===== src/rtl/xs3_pkg.sv =====
// Shared types, constants and helpers for the XS-3 to binary sequencer.
package xs3_pkg;

  typedef enum logic [1:0] {
    IDLE = 2'd0,
    CONV = 2'd1,
    DONE = 2'd2
  } state_t;

  localparam logic [3:0] XS3_MIN = 4'b0011;
  localparam logic [3:0] XS3_MAX = 4'b1100;

  function automatic logic xs3_valid(input logic [3:0] code);
    return (code >= XS3_MIN) && (code <= XS3_MAX);
  endfunction

  // Elaboration-time helper for sizing checks
  function automatic longint unsigned pow10(input int unsigned n);
    longint unsigned p;
    p = 64'd1;
    for (int unsigned i = 0; i < n; i++) p = p * 64'd10;
    return p;
  endfunction

endpackage


===== src/rtl/xs3_digit_dec.sv =====
// Single-digit Excess-3 to BCD decoder with code validity flag.
module xs3_digit_dec
  import xs3_pkg::*;
(
  input  logic [3:0] xs,
  output logic [3:0] bcd,
  output logic       valid
);

  always_comb begin
    valid = xs3_valid(xs);
    bcd   = valid ? (xs - XS3_MIN) : 4'd0;
  end

endmodule


===== src/rtl/xs3_to_bin_seq.sv =====
// Multi-digit Excess-3 to binary converter: walks digits MSD-first through one
// shared decoder, accumulating acc*10 + d each cycle, with done/err handshake.
module xs3_to_bin_seq
  import xs3_pkg::*;
#(
  parameter int unsigned NDIG  = 4,
  parameter int unsigned BIN_W = 14
) (
  input  logic                clk,
  input  logic                rst,
  input  logic                start,
  input  logic [4*NDIG-1:0]   xs_in,
  output logic                busy,
  output logic                done,
  output logic                err,
  output logic [BIN_W-1:0]    bin_out
);

  localparam int unsigned IDX_W    = $clog2(NDIG) + 1;
  localparam bit          WIDTH_OK = (BIN_W >= 64) ||
                                     ((64'd1 << BIN_W) > (pow10(NDIG) - 64'd1));

  if (NDIG < 1) begin : g_bad_ndig
    $error("xs3_to_bin_seq: NDIG must be at least 1");
  end
  if (!WIDTH_OK) begin : g_bad_width
    $error("xs3_to_bin_seq: BIN_W too narrow for 10^NDIG-1");
  end

  state_t             state;
  logic [4*NDIG-1:0]  sr;
  logic [BIN_W-1:0]   acc;
  logic [IDX_W-1:0]   idx;
  logic               err_next;

  logic [3:0]         dig;
  logic               dig_valid;
  logic [BIN_W+3:0]   wide;
  logic [BIN_W-1:0]   acc_next;

  xs3_digit_dec u_dec (
    .xs    (sr[4*NDIG-1 -: 4]),
    .bcd   (dig),
    .valid (dig_valid)
  );

  // acc*10 as two shifts in a 4-bit-wider sum; sizing check makes truncation lossless
  always_comb begin
    wide     = ({4'b0000, acc} << 3) + ({4'b0000, acc} << 1) + (BIN_W+4)'(dig);
    acc_next = wide[BIN_W-1:0];
  end

  always_ff @(posedge clk or posedge rst) begin
    if (rst) begin
      state    <= IDLE;
      sr       <= '0;
      acc      <= '0;
      idx      <= '0;
      err_next <= 1'b0;
      busy     <= 1'b0;
      done     <= 1'b0;
      err      <= 1'b0;
      bin_out  <= '0;
    end else begin
      done <= 1'b0;
      case (state)
        IDLE: begin
          if (start) begin
            sr       <= xs_in;
            acc      <= '0;
            idx      <= '0;
            err_next <= 1'b0;
            busy     <= 1'b1;
            state    <= CONV;
          end
        end
        CONV: begin
          if (dig_valid) begin
            acc <= acc_next;
            sr  <= sr << 4;
            idx <= idx + 1'b1;
            if (idx == IDX_W'(NDIG - 1)) begin
              err_next <= 1'b0;
              state    <= DONE;
            end
          end else begin
            err_next <= 1'b1;
            state    <= DONE;
          end
        end
        DONE: begin
          done    <= 1'b1;
          bin_out <= err_next ? '0 : acc;
          err     <= err_next;
          busy    <= 1'b0;
          state   <= IDLE;
        end
        default: state <= IDLE;
      endcase
    end
  end

endmodule

===== config.mk =====
export PLATFORM = sky130hd
export DESIGN_NAME = xs3_to_bin_seq
export DESIGN_NICKNAME = d
export VERILOG_FILES = /design/src/rtl/xs3_pkg.sv /design/src/rtl/xs3_digit_dec.sv /design/src/rtl/xs3_to_bin_seq.sv
export SDC_FILE = /design/constraint.sdc
export NUM_CORES = 1
export LEC_CHECK = 0
export CORE_ASPECT_RATIO = 0.5
export CORE_MARGIN = 1.5
export CORE_UTILIZATION = 40
export CTS_CLUSTER_DIAMETER = 120
export DETAILED_ROUTE_END_ITERATION = 8
export GPL_TIMING_DRIVEN = 0
export PLACE_DENSITY = 0.72
export RECOVER_POWER = 25
export SYNTH_ARGS = -nofsm -noshare
export SYNTH_HDL_FRONTEND = slang
export SYNTH_HIERARCHICAL = 1
export SYNTH_SLANG_ARGS = --single-unit

===== constraint.sdc =====
create_clock -name clk -period 3.54 [get_ports clk]
set_input_delay 0.354 -clock clk [delete_from_list [all_inputs] [get_ports clk]]
set_output_delay 0.354 -clock clk [all_outputs]
set_load 0.05 [all_outputs]

* After elaboration in Yosys (flattened, before gate mapping)
Index checks and enable logic that the tools add are counted.
Word-level totals: register bits after elaboration 53, input bits 19
Operators by class: add/sub/neg operators 4, order comparisons 2, eq/ne operators 6, muxes and demuxes 22, reduce and logical (&&, ||, !) cells 8
Operator list (count):
- $mux W14 | 3
- $mux W16 | 2
- $pmux W16 S2 | 1
- $pmux W14 S2 | 1
- $add A14 B14 Y14 | 1
- $add A14 B4 Y14 | 1
- $mux W2 | 3
- $mux W3 | 2
- $pmux W3 S2 | 1
- $reduce_and A3 Y1 | 2
- $mux W1 | 5
- $ge A4 B2 Y1 const B | 1
- $le A4 B4 Y1 const B | 1
- $mux W4 | 1
- $ne A2 B2 Y1 const B | 2
- $pmux W1 S2 | 2
- $pmux W2 S2 | 1
- $reduce_and A2 Y1 | 2
- $reduce_bool A2 Y1 | 2
- $sub A4 B2 Y4 const B | 1
- $add A3 B1 Y3 const B | 1
- $eq A3 B2 Y1 const B | 1
- $ne A3 B3 Y1 const B | 1
- $eq A2 B1 Y1 const B | 1
- 3 further kinds | 3

* Logic depth before layout (Yosys ltp)
Gate-level depths: netlist of the first run.
depth in word-level cells 6, gate-level depth with buffers 14, mapped depth without buffers 14

* Hierarchy
The synthesis of the first run kept the hierarchy.
By module, submodules not included:
- xs3_to_bin_seq | instances 1, cells each 284, area each 2813.9 µm², sequential area each 1326.3 µm²
- xs3_digit_dec | instances 1, cells each 17, area each 113.9 µm², sequential area each 0.0 µm²

* Least setup slack after synthesis of the first run
Ideal clock, no wire load.
kind reg-to-reg, start reg sr[12], end reg acc[12], arrival time 2630 ps, required time 3418 ps, setup slack 789 ps, stages on the path, launching flop included 13, buffers on the path 0, period minus slack after synthesis 2751 ps, path through dfrtp_1 > inv_1 > ha_1 > nand3_1 > o211ai_1 > inv_1 > fa_1 > fa_1 > nor2b_4 > o2111ai_1 > a21oi_1 > o21ai_0 > a32o_1
Between the ends: cells in the longest elaborated chain, start to end 6, elaborated cells on any way between the ends 10
RTL lines:
- from (decl) | RTL line xs3_to_bin_seq.sv:31 | logic [4*NDIG-1:0] sr;
- from (signal assigned) | RTL line xs3_to_bin_seq.sv:69 | sr <= xs_in;
- from (signal assigned) | RTL line xs3_to_bin_seq.sv:80 | sr <= sr << 4;
- $ge A4 B2 Y1 / $le A4 B4 Y1 (equally long branches) | RTL line xs3_pkg.sv:14 | return (code >= XS3_MIN) && (code <= XS3_MAX);
- $logic_and A1 B1 Y1 | RTL line xs3_pkg.sv:14
- $mux W4 * | RTL line xs3_digit_dec.sv:12 | bcd = valid ? (xs - XS3_MIN) : 4'd0;
- named net dig[3] | RTL line xs3_to_bin_seq.sv:36 | logic [3:0] dig;
- $add A14 B4 Y14 * | RTL line xs3_to_bin_seq.sv:49 | wide = ({4'b0000, acc} << 3) + ({4'b0000, acc} << 1) + (BIN_W+4)'(dig);
- $mux W14 * | RTL line xs3_to_bin_seq.sv:78 | if (dig_valid) begin
- $pmux W14 S2 * | RTL line xs3_to_bin_seq.sv:66 | case (state)
- to (signal assigned) | RTL line xs3_to_bin_seq.sv:79 | acc <= acc_next;
- to (decl) | RTL line xs3_to_bin_seq.sv:32 | logic [BIN_W-1:0] acc;
The timed path passes the listed nets; every way through them passes the cells marked *. The select of a mux whose other input is x is not followed. A chain may end at the register's enable or synchronous reset.

* Final worst setup path of the first run
Ends and elaborated chain as after synthesis.

==> impl_metrics.sql, run 1 <==
INSERT INTO impl_metrics (metric_group, metric, value, unit) VALUES
('layout', 'final_core_utilization', '51.5', '%'),
('timing', 'timing.final.hold_violations', '0', ''),
('layout', 'design.final.nets', '391', ''),
('setup_path', 'worst_setup_end_kind', 'flop', ''),
('drt', 'met3WireLength', '248', 'um'),
('power', 'ir_drop', '0.320', 'mV'),
('floorplan', 'io_pins', '36', ''),
('synthesis', 'synthesis.area_per_instance', '9.73', 'sq um'),
('grt', 'global_route_congestion_overflow_total', '0', ''),
('clocking', 'cts.repair.resized', '0', ''),
('timing', 'fin_crit', '3.04', 'ns'),
('floorplan', 'dieWidth', '124', 'um'),
('setup_path', 'r2r.worst_path.cells', '12', ''),
('clocking', 'clock-sinks', '53', ''),
('flow_run', 'max_capacitance_violation_count', '1', ''),
('timing', 'final.period_utilization', '85.9', '%'),
('layout', 'finish.instance_area', '3540', 'sq um'),
('layout', 'flow.area_growth_from_synthesis', '21.1', '%'),
('timing', 'finalMaxSlewViolations', '41', ''),
('floorplan', 'start_util', '42.5', '%'),
('drt', 'route.detailed.wl_per_inst', '14.5', 'um'),
('grt', 'number_of_antenna_violations_at_the_first_check_in_global_routing', '0', ''),
('place', 'place_hpwl', '4.79', 'mm'),
('synthesis', 'yosys_register_bits', '53', ''),
('timing', 'report.final.setup_viol', '0', ''),
('layout', 'antennaDiodeCount', '0', ''),
('setup_path', 'critical_path.startpoint_type', 'flop', ''),
('synthesis', 'synth-seq-area-share', '45.3', '%'),
('timing', 'timing_worst_slew_pin_value', '1.78', 'ns'),
('place', 'preCtsSetupSlack', '0.537', 'ns'),
('grt', 'first_global_vias', '2271', ''),
('synthesis', 'number_of_unique_standard_cell_types_used_by_synthesis', '41', ''),
('floorplan', 'fp.coreArea', '6880', 'sq um'),
('drt', 'drtAntennaViolNets', '0', ''),
('grt', 'grt.total_usage', '17.3', '%'),
('synthesis', 'synthCells', '301', ''),
('grt', 'maximum_number_of_pins_on_one_net_before_global_route_repair', '41', ''),
('drt', 'remaining_drc_errors', '0', ''),
('drt', 'count_of_routing_violations_after_the_opening_detailed_route_iteration', '95', ''),
('clocking', 'clock-root-buffer', 'clkbuf_16', ''),
('power', 'power_density', '854', 'nW/um^2'),
('clocking', 'cts.repair_timing.setup_buffer_count', '0', ''),
('setup_path', 'cp_data_required_time', '3.72', 'ns'),
('status', 'status', 'complete, but fails checks', ''),
('hold_path', 'min-delay-path-class', 'reg -> reg', ''),
('clocking', 'cts.hold.buffers_added', '0', ''),
('setup_path', 'path_max_fanout', '4', ''),
('clocking', 'clockBufferDepth', '2', ''),
('clocking', 'cts_htree_levels', '2', ''),
('timing', 'relSlewSlack', '-18.6', '%'),
('clocking', 'path_clk_slew', '0.07', 'ns'),
('drt', 'vias', '2314', ''),
('clocking', 'cts_tree', 'built', ''),
('timing', 'finalClockSkew', '0.00352', 'ns'),
('drt', 'routed_via_density', '5.30', ''),
('floorplan', 'die-area', '7870', 'sq um'),
('place', 'detailed_place.area', '3410', 'sq um'),
('timing', 'setup_total_negative_slack', '0', 'ns'),
('hold_path', 'hold_depth', '2', ''),
('synthesis', 'synth.net_count', '348', ''),
('drt', 'met2_wirelength', '2.92', 'mm'),
('clocking', 'cts_buffers', '5', ''),
('synthesis', 'synthesis.area', '2930', 'sq um'),
('timing', 'max_clock_freq', '329', 'MHz'),
('timing', 'unrepaired_setup_endpoints_after_global_routing', 'no', ''),
('grt', 'grt_first_pass_wirelength', '10.7', 'mm'),
('setup_path', 'timing.critical_path.arrival', '3.22', 'ns'),
('place', 'gp_routability_congestion', '0.859', ''),
('drt', 'drt_first_pass_iters', '5', ''),
('power', 'leakagePower', '1.74', 'nW'),
('layout', 'fill_cells', '645', ''),
('floorplan', 'placementRows', '21', ''),
('place', 'buffer_ports.inserted', '35', ''),
('drt', 'finalWirelength', '6.34', 'mm'),
('drt', 'routedLengthMet1', '3.13', 'mm'),
('clocking', 'insertion_delay', '0.29', 'ns'),
('floorplan', 'chipHeight', '63.5', 'um'),
('setup_path', 'timing_worst_setup_path_type', 'reg -> reg', ''),
('synthesis', 'synthesis.yosys.warnings', '6', ''),
('timing', 'finalHoldWorstSlack', '0.485', 'ns'),
('layout', 'post_route_cells_drive_above_1_share', '6.09', '%'),
('timing', 'finalWorstSetupSlack', '0.501', 'ns'),
('status', 'violations_in_the_final_reports', 'max-capacitance violations, max-slew violations', ''),
('drt', 'highest-signal-layer', 'met4', '');
## Yosys cell counts, drive strengths merged
library cell	count	area [sq um]
a21oi	7	42.5
inv	15	56.3
a22o	8	70.1
o2111ai	1	8.76
o211ai	2	15.0
ha	26	325
nor2b	4	40.0
nand2	62	233
dfrtp	53	1330
a311o	1	10.0
a32o	2	20.0
xor2	4	35.0
fa	2	40.0
or2	1	6.26
o2111a	1	11.3
nand4	1	6.26
nor3	2	10.0
a31oi	1	6.26
o22ai	2	12.5
nand2b	5	31.3
clkbuf	7	26.3
a31o	1	8.76
nand3	5	25.0
nor2	9	48.8
o21a	2	15.0
or3	3	18.8
a21o	5	37.5
mux2i	12	120
xnor2	3	26.3
and2	4	25.0
o21ai	38	190
buf	6	30.0
o31ai	4	35.0
a211o	1	8.76
and3	1	6.26
## cell families after synthesis
family,synth area share (%)
AND/OR/NAND/NOR,15.4
AO/OA/AOI/OAI,16.8
flip-flops,45.3
buffers and inverters,3.85
adder cells (fa/ha/maj),12.5
multiplexers,4.10
XOR/XNOR,2.09
## stage by stage
step / total power, mW / instances
2_1_floorplan: 2.11 / 301
3_3_place_gp: 2.49 / 428
3_5_place_dp: 2.56 / 429
4_1_cts: 3.04 / 437
5_1_grt: 3.26 / 437
6_report: 3.03 / 437
## cell type report
cell class | instances | area, sq um | share of cell area, %
buffer | 13 | 56.3 | 1.59
clock buffer | 6 | 129 | 3.64
clock inverter | 2 | 10.0 | 0.282
inverter | 15 | 56.3 | 1.59
multi-input combinational | 220 | 1490 | 42.0
sequential | 53 | 1330 | 37.4
tap | 92 | 115 | 3.25
timing repair buffer | 36 | 363 | 10.2
## power breakdown
group / total (mW) / internal, mW / switching, mW
registers: 1.00 / 0.835 / 0.170
clock network: 0.474 / 0.260 / 0.214
logic: 1.55 / 0.584 / 0.965
## critical path, cell delays in order (launching register included)
cell	delay, ns
dfrtp_1	0.41
inv_1	0.09
ha_1	0.21
nand3_1	0.10
o211ai_1	0.10
inv_1	0.09
fa_1	0.49
fa_1	0.51
nor2b_4	0.14
o2111ai_1	0.17
a21oi_1	0.24
o21ai_0	0.12
a32o_1	0.26
## sequential cells by signal, indices dropped and copies added (netlist names)
| signal | count |
|---|---|
| state | 2 |
| done | 1 |
| acc | 14 |
| idx | 3 |
| busy | 1 |
| err_next | 1 |
| sr | 16 |
| err | 1 |
| bin_out | 14 |
## path summary, 6_finish.rpt
kind                       startpoint          to  slack (ns)
max                            sr[12]     acc[12]        0.50
min                        bin_out[3]  bin_out[3]        0.49
max reg2reg                    sr[12]     acc[12]        0.50
min reg2reg                bin_out[3]  bin_out[3]        0.49
max in group asynchronous         rst       sr[4]        0.85
min in group asynchronous         rst  bin_out[4]        0.53
## cells in the final DEF, fill, tap and decap left out, types with 2 or more instances in the layout
master           count
a21o_1               5
a21oi_1              5
a21oi_2              2
a22o_1               8
a32o_1               2
and2_1               3
buf_2                6
clkbuf_1             8
clkbuf_16            5
clkdlybuf4s50_1     34
clkinv_2             2
dfrtp_1             53
fa_1                 2
ha_1                26
inv_1               15
mux2i_1             12
nand2_1             62
nand2b_1             5
nand3_1              5
nor2_1               7
nor2_4               2
nor2b_1              2
nor2b_4              2
nor3_1               2
o211ai_1             2
o21a_1               2
o21ai_0             35
o21ai_1              3
o22ai_1              2
o31ai_1              3
or3_1                3
xnor2_1              3
xor2_1               4
## metal layers
metal	vias to the layer above	track usage [%]
li1	1135	-
met4	0	3.41
met3	5	3.35
met5	-	0
met1	1137	24.1
met2	37	28.3
No activity file was read; power rests on OpenSTA's default activity.
==> inputs of run 2 (changes only) <==
- clock period: 3.54 -> 3.64 ns (I/O delays scaled with it)
==> run 2 against run 1 <==
- the run still ends with max-capacitance violations, max-slew violations left
- register-to-register slack improved by 0.10 ns
- final cell count unchanged
- count of clock-buffer cells in the layout unchanged
- clock power decreased by 3%
- sequential power about the same
- global-route usage unchanged
- power decreased by 2.8%
- largest cell class unchanged
==> impl_metrics.sql, run 2 (synthesized netlist as in run 1, its figures left out) <==
INSERT INTO impl_metrics (metric_group, metric, value, unit) VALUES
('drt', 'met2_wirelength', '2.92', 'mm'),
('setup_path', 'setup.worst_path.start', 'sr[12]', ''),
('floorplan', 'placementRows', '21', ''),
('hold_path', 'hold_path_startpoint', 'bin_out[3]', ''),
('timing', 'final.period_utilization', '83.5', '%'),
('timing', 'setup_total_negative_slack', '0', 'ns'),
('drt', 'drtAntennaViolNets', '0', ''),
('setup_path', 'worst_r2r_startpoint', 'sr[12]', ''),
('place', 'gp_routability_congestion', '0.859', ''),
('layout', 'mostFrequentLayoutCell', 'nand2_1', ''),
('layout', 'fill_cells', '644', ''),
('drt', 'finalWirelength', '6.34', 'mm'),
('layout', 'largest_registers', 'sr x16, acc x14, bin_out x14', ''),
('layout', 'largest_register_ffs', '16', ''),
('power', 'power_density', '831', 'nW/um^2'),
('clocking', 'insertion_delay', '0.29', 'ns'),
('clocking', 'cts.hold.buffers_added', '0', ''),
('timing', 'unrepaired_setup_endpoints_after_global_routing', 'no', ''),
('drt', 'route.detailed.wl_per_inst', '14.5', 'um'),
('flow_run', 'max_capacitance_violation_count', '1', ''),
('timing', 'report.final.setup_viol', '0', ''),
('floorplan', 'dieWidth', '124', 'um'),
('clocking', 'clock-root-buffer', 'clkbuf_16', ''),
('layout', 'post_route_cells_drive_above_1_share', '6.09', '%'),
('floorplan', 'fp.coreArea', '6880', 'sq um'),
('status', 'violations_in_the_final_reports', 'max-capacitance violations, max-slew violations', ''),
('setup_path', 'cp_num_buf_inv', '2', ''),
('timing', 'max_clock_freq', '329', 'MHz'),
('setup_path', 'critical-path-top-delay-family', 'adder cells', ''),
('setup_path', 'timing_worst_setup_path_type', 'reg -> reg', ''),
('clocking', 'clock-sinks', '53', ''),
('power', 'ir_drop', '0.311', 'mV'),
('clocking', 'path_clk_slew', '0.07', 'ns'),
('grt', 'number_of_antenna_violations_at_the_first_check_in_global_routing', '0', ''),
('clocking', 'clockBufferDepth', '2', ''),
('grt', 'global_route_congestion_overflow_total', '0', ''),
('setup_path', 'path_max_fanout', '4', ''),
('floorplan', 'start_util', '42.5', '%'),
('timing', 'timing_worst_slew_pin_value', '1.84', 'ns'),
('grt', 'grt_first_pass_wirelength', '10.7', 'mm'),
('status', 'status', 'complete, but fails checks', ''),
('setup_path', 'critical_path.startpoint_type', 'flop', ''),
('setup_path', 'timing.critical_path.slowest_cell_delay', '0.51', 'ns'),
('drt', 'count_of_routing_violations_after_the_opening_detailed_route_iteration', '95', ''),
('drt', 'met3WireLength', '248', 'um'),
('layout', 'instances_no_fill', '437', ''),
('timing', 'relSlewSlack', '-22.8', '%'),
('clocking', 'cts.repair_timing.setup_buffer_count', '0', ''),
('layout', 'design.final.nets', '391', ''),
('drt', 'highest-signal-layer', 'met4', ''),
('setup_path', 'timing.critical_path.arrival', '3.22', 'ns'),
('grt', 'first_global_vias', '2271', ''),
('clocking', 'cts.repair.resized', '0', ''),
('floorplan', 'io_pins', '36', ''),
('setup_path', 'crit_path_cells', 'inv_1 > ha_1 > nand3_1 > o211ai_1 > inv_1 > fa_1 > fa_1 > nor2b_4 > o2111ai_1 > a21oi_1 > o21ai_0 > a32o_1', ''),
('place', 'place_hpwl', '4.79', 'mm'),
('drt', 'routedLengthMet1', '3.13', 'mm'),
('floorplan', 'chipHeight', '63.5', 'um'),
('floorplan', 'die-area', '7870', 'sq um'),
('timing', 'finalClockSkew', '0.00352', 'ns'),
('clocking', 'cts_buffers', '5', ''),
('layout', 'max_flop_register', 'sr', ''),
('timing', 'timing.final.hold_violations', '0', ''),
('power', 'leakagePower', '1.73', 'nW'),
('place', 'buffer_ports.inserted', '35', ''),
('hold_path', 'min-delay-path-class', 'reg -> reg', ''),
('timing', 'fin_crit', '3.04', 'ns'),
('drt', 'remaining_drc_errors', '0', ''),
('clocking', 'cts_htree_levels', '2', ''),
('place', 'place_inst', '429', ''),
('layout', 'antennaDiodeCount', '0', ''),
('layout', 'most-common-layout-cells', '62 x nand2_1, 53 x dfrtp_1, 35 x o21ai_0, 34 x clkdlybuf4s50_1, 26 x ha_1', ''),
('grt', 'grt.total_usage', '17.3', '%'),
('grt', 'maximum_number_of_pins_on_one_net_before_global_route_repair', '41', ''),
('layout', 'flow.area_growth_from_synthesis', '21.0', '%'),
('drt', 'routed_via_density', '5.30', ''),
('layout', 'final_core_utilization', '51.5', '%'),
('setup_path', 'cp_data_required_time', '3.82', 'ns'),
('setup_path', 'worst_setup_end_kind', 'flop', ''),
('clocking', 'cts_tree', 'built', ''),
('setup_path', 'slowest_cp_cell', 'fa_1', ''),
('drt', 'vias', '2315', ''),
('drt', 'drt_first_pass_iters', '5', ''),
('timing', 'finalMaxSlewViolations', '41', '');
## run 2: cell count changes in the layout (fill, tap and decap cells not counted), sizes merged
cell and delta:
clkdlybuf4s25 +1, dlymetal6s4s -1
## run 2: per-layer routing
layer  up-vias  track usage (%)
met5         -                0
met4         0             3.41
met3         5             3.35
met2        37             28.3
met1      1138             24.1
li1       1135                -
## run 2: path summary, 6_finish.rpt
check                                  end  slack [ns]  cells after the start
worst max-delay path               acc[12]        0.60                     12
worst min-delay path            bin_out[3]        0.48                      2
worst max register to register     acc[12]        0.60                     12
worst min register to register  bin_out[3]        0.48                      2
max in group asynchronous            sr[4]        0.78                      3
min in group asynchronous       bin_out[4]        0.55                      2
## run 2: final cells by class
cell class	instances	area (sq um)	share of cell area, %
multi-input combinational	220	1490	42.0
sequential	53	1330	37.4
timing repair buffer	36	360	10.2
clock buffer	6	129	3.64
tap	92	115	3.25
buffer	13	56.3	1.59
inverter	15	56.3	1.59
clock inverter	2	10.0	0.283
## run 2: stage by stage
| step | area [sq um] | worst slack [ns] | hold WS, ns | total power [mW] |
|---|---|---|---|---|
| after floorplan | 2930 | 0.889 | 0.449 | 2.05 |
| after global placement | 3390 | 0.705 | 0.459 | 2.42 |
| after detailed placement | 3410 | 0.637 | 0.468 | 2.49 |
| after CTS | 3550 | 0.616 | 0.357 | 2.96 |
| after global routing | 3540 | 0.262 | 0.507 | 3.17 |
| final | 3540 | 0.601 | 0.483 | 2.94 |
## run 2: where the power goes
| group | switching, mW | internal [mW] | total, mW |
|---|---|---|---|
| sequential | 0.165 | 0.812 | 0.977 |
| clock | 0.208 | 0.253 | 0.461 |
| combinational | 0.939 | 0.568 | 1.51 |
## run 2: tightest hold or removal path, stage by stage (launching register included)
cell and delay (ns):
dfrtp_1 0.34, nand2_1 0.05, o21ai_0 0.06
==> inputs of run 3 (changes only) <==
- clock period: 3.64 -> 3.2 ns (I/O delays scaled with it)
==> run 3 against run 2 <==
- the run still ends with max-capacitance violations, max-slew violations left
- power grew 14%
- clock skew increased by 0.0017 ns
- wire length rose by 0.55%
- combinational power increased by 14%
- flip-flop and latch count stayed put
- final cell count is the same
- global-route usage unchanged
- sequential share of layout area fell by 0.13 points
- via count up 0.13%
- design area rose by 0.35%
- hold slack improved by 0.0017 ns
- critical endpoint unchanged
- largest power group unchanged
- highest routed layer unchanged
==> impl_metrics.sql, run 3 (synthesized netlist as in run 1, its figures left out) <==
INSERT INTO impl_metrics (metric_group, metric, value, unit) VALUES
('clocking', 'cts_htree_levels', '2', ''),
('power', 'leakagePower', '1.74', 'nW'),
('drt', 'drt_first_pass_iters', '6', ''),
('drt', 'remaining_drc_errors', '0', ''),
('drt', 'route.detailed.wl_per_inst', '14.6', 'um'),
('clocking', 'cts.repair.resized', '0', ''),
('timing', 'relSlewSlack', '-20.7', '%'),
('drt', 'vias', '2318', ''),
('timing', 'finalClockSkew', '0.00522', 'ns'),
('floorplan', 'chipHeight', '63.5', 'um'),
('clocking', 'path_clk_slew', '0.07', 'ns'),
('power', 'combPwrFrac', '51.2', '%'),
('drt', 'count_of_routing_violations_after_the_opening_detailed_route_iteration', '99', ''),
('timing', 'finalHoldWorstSlack', '0.485', 'ns'),
('timing', 'max_clock_freq', '330', 'MHz'),
('clocking', 'insertion_delay', '0.29', 'ns'),
('layout', 'most-common-layout-cells', '62 x nand2_1, 53 x dfrtp_1, 35 x o21ai_0, 34 x clkdlybuf4s50_1, 26 x ha_1', ''),
('setup_path', 'critical_path.startpoint_type', 'flop', ''),
('timing', 'unrepaired_setup_endpoints_after_global_routing', 'no', ''),
('power', 'power_switching_share', '44.6', '%'),
('place', 'gp_routability_congestion', '0.859', ''),
('drt', 'routed_via_density', '5.30', ''),
('timing', 'final.period_utilization', '94.6', '%'),
('setup_path', 'cp_data_required_time', '3.38', 'ns'),
('floorplan', 'dieWidth', '124', 'um'),
('layout', 'antennaDiodeCount', '0', ''),
('grt', 'maximum_number_of_pins_on_one_net_before_global_route_repair', '41', ''),
('timing', 'fin_crit', '3.03', 'ns'),
('grt', 'first_global_vias', '2271', ''),
('timing', 'report.final.setup_viol', '0', ''),
('clocking', 'cts_tree', 'built', ''),
('clocking', 'cts.repair_timing.setup_buffer_count', '0', ''),
('power', 'clockPowerShare', '15.7', '%'),
('timing', 'timing.final.hold_violations', '0', ''),
('layout', 'largest_registers', 'sr x16, acc x14, bin_out x14', ''),
('grt', 'number_of_antenna_violations_at_the_first_check_in_global_routing', '0', ''),
('floorplan', 'io_pins', '36', ''),
('layout', 'design.final.nets', '391', ''),
('place', 'buffer_ports.inserted', '35', ''),
('drt', 'drtAntennaViolNets', '0', ''),
('place', 'place_hpwl', '4.79', 'mm'),
('power', 'register_share_of_total_power', '33.1', '%'),
('floorplan', 'fp.coreArea', '6880', 'sq um'),
('timing', 'finalMaxSlewViolations', '41', ''),
('power', 'power_density', '944', 'nW/um^2'),
('floorplan', 'die-area', '7870', 'sq um'),
('power', 'switchingPower', '1.50', 'mW'),
('layout', 'flow.area_growth_from_synthesis', '21.4', '%'),
('timing', 'setup_total_negative_slack', '0', 'ns'),
('clocking', 'clock-root-buffer', 'clkbuf_16', ''),
('layout', 'max_flop_register', 'sr', ''),
('floorplan', 'start_util', '42.5', '%'),
('drt', 'finalWirelength', '6.37', 'mm'),
('grt', 'grt.total_usage', '17.3', '%'),
('layout', 'largest_register_ffs', '16', ''),
('power', 'ir_drop', '0.355', 'mV'),
('clocking', 'cts_buffers', '5', ''),
('setup_path', 'path_max_fanout', '4', ''),
('layout', 'post_route_cells_drive_above_1_share', '6.67', '%'),
('clocking', 'cts.hold.buffers_added', '0', ''),
('setup_path', 'timing.critical_path.arrival', '3.21', 'ns'),
('setup_path', 'worst_setup_end_kind', 'flop', ''),
('grt', 'global_route_congestion_overflow_total', '0', ''),
('status', 'violations_in_the_final_reports', 'max-capacitance violations, max-slew violations', ''),
('power', 'intPower', '1.86', 'mW'),
('layout', 'mostFrequentLayoutCell', 'nand2_1', ''),
('clocking', 'clockBufferDepth', '2', ''),
('timing', 'timing_worst_slew_pin_value', '1.81', 'ns'),
('layout', 'fill_cells', '644', ''),
('status', 'status', 'complete, but fails checks', ''),
('clocking', 'clock-sinks', '53', ''),
('hold_path', 'min-delay-path-class', 'reg -> reg', ''),
('grt', 'grt_first_pass_wirelength', '10.7', 'mm'),
('flow_run', 'max_capacitance_violation_count', '1', ''),
('setup_path', 'timing_worst_setup_path_type', 'reg -> reg', ''),
('floorplan', 'placementRows', '21', '');
## run 3: cell types whose count changed in the layout (fill, tap and decap cells not counted), sizes merged
| cell | before | now |
|---|---|---|
| clkdlybuf4s25 | 1 | 0 |
| dlymetal6s4s | 0 | 1 |
## run 3: through the flow
| stage | util (%) | power, mW | worst slack (ns) | area [sq um] | cells |
|---|---|---|---|---|---|
| 2_1_floorplan | - | 2.33 | 0.449 | 2930 | 301 |
| 3_3_place_gp | 49.3 | 2.75 | 0.265 | 3390 | 428 |
| 3_5_place_dp | 49.6 | 2.84 | 0.197 | 3410 | 429 |
| 4_1_cts | 51.6 | 3.36 | 0.176 | 3550 | 437 |
| 5_1_grt | 51.6 | 3.61 | 0.0272 | 3550 | 437 |
| 6_report | 51.6 | 3.36 | 0.172 | 3550 | 437 |
## run 3: worst paths after layout
check,startpoint,end,slack (ns),cells after the start
max,sr[12],acc[12],0.17,12
min,bin_out[3],bin_out[3],0.49,2
max reg2reg,sr[12],acc[12],0.17,12
min reg2reg,bin_out[3],bin_out[3],0.49,2
max in group asynchronous,rst,acc[13],0.52,3
min in group asynchronous,rst,bin_out[8],0.50,2
## run 3: cell type report
cell class / count / area [sq um] / area share (%)
plain buffers: 13 / 56.3 / 1.58
clock buffers: 6 / 129 / 3.63
clock inverters: 2 / 10.0 / 0.282
inverters: 15 / 56.3 / 1.58
multi-input cells: 220 / 1500 / 42.2
flip-flops and latches: 53 / 1330 / 37.3
well taps: 92 / 115 / 3.24
repair buffers: 36 / 363 / 10.2
## run 3: critical path: stages, from the launching register on
cell and delay (ns):
dfrtp_1 0.41, inv_1 0.09, ha_1 0.21, nand3_1 0.10, o211ai_1 0.10, inv_1 0.09, fa_1 0.49, fa_1 0.51
nor2b_4 0.15, o2111ai_2 0.15, a21oi_1 0.23, o21ai_0 0.12, a32o_1 0.26
## run 3: power by group through the flow
stage / Sequential (mW) / Clock [mW] / Combinational [mW]
2_1_floorplan: 1.35 / 0 / 0.986
3_3_place_gp: 1.10 / 0 / 1.65
3_5_place_dp: 1.12 / 0 / 1.72
4_1_cts: 1.11 / 0.532 / 1.72
5_1_grt: 1.14 / 0.562 / 1.90
6_report: 1.11 / 0.526 / 1.72
## run 3: metal layers
metal	GRT usage [%]	share of wire, %
met1	24.1	50
met2	28.3	45
met3	3.35	4.3
met4	3.41	0.56
met5	0	0
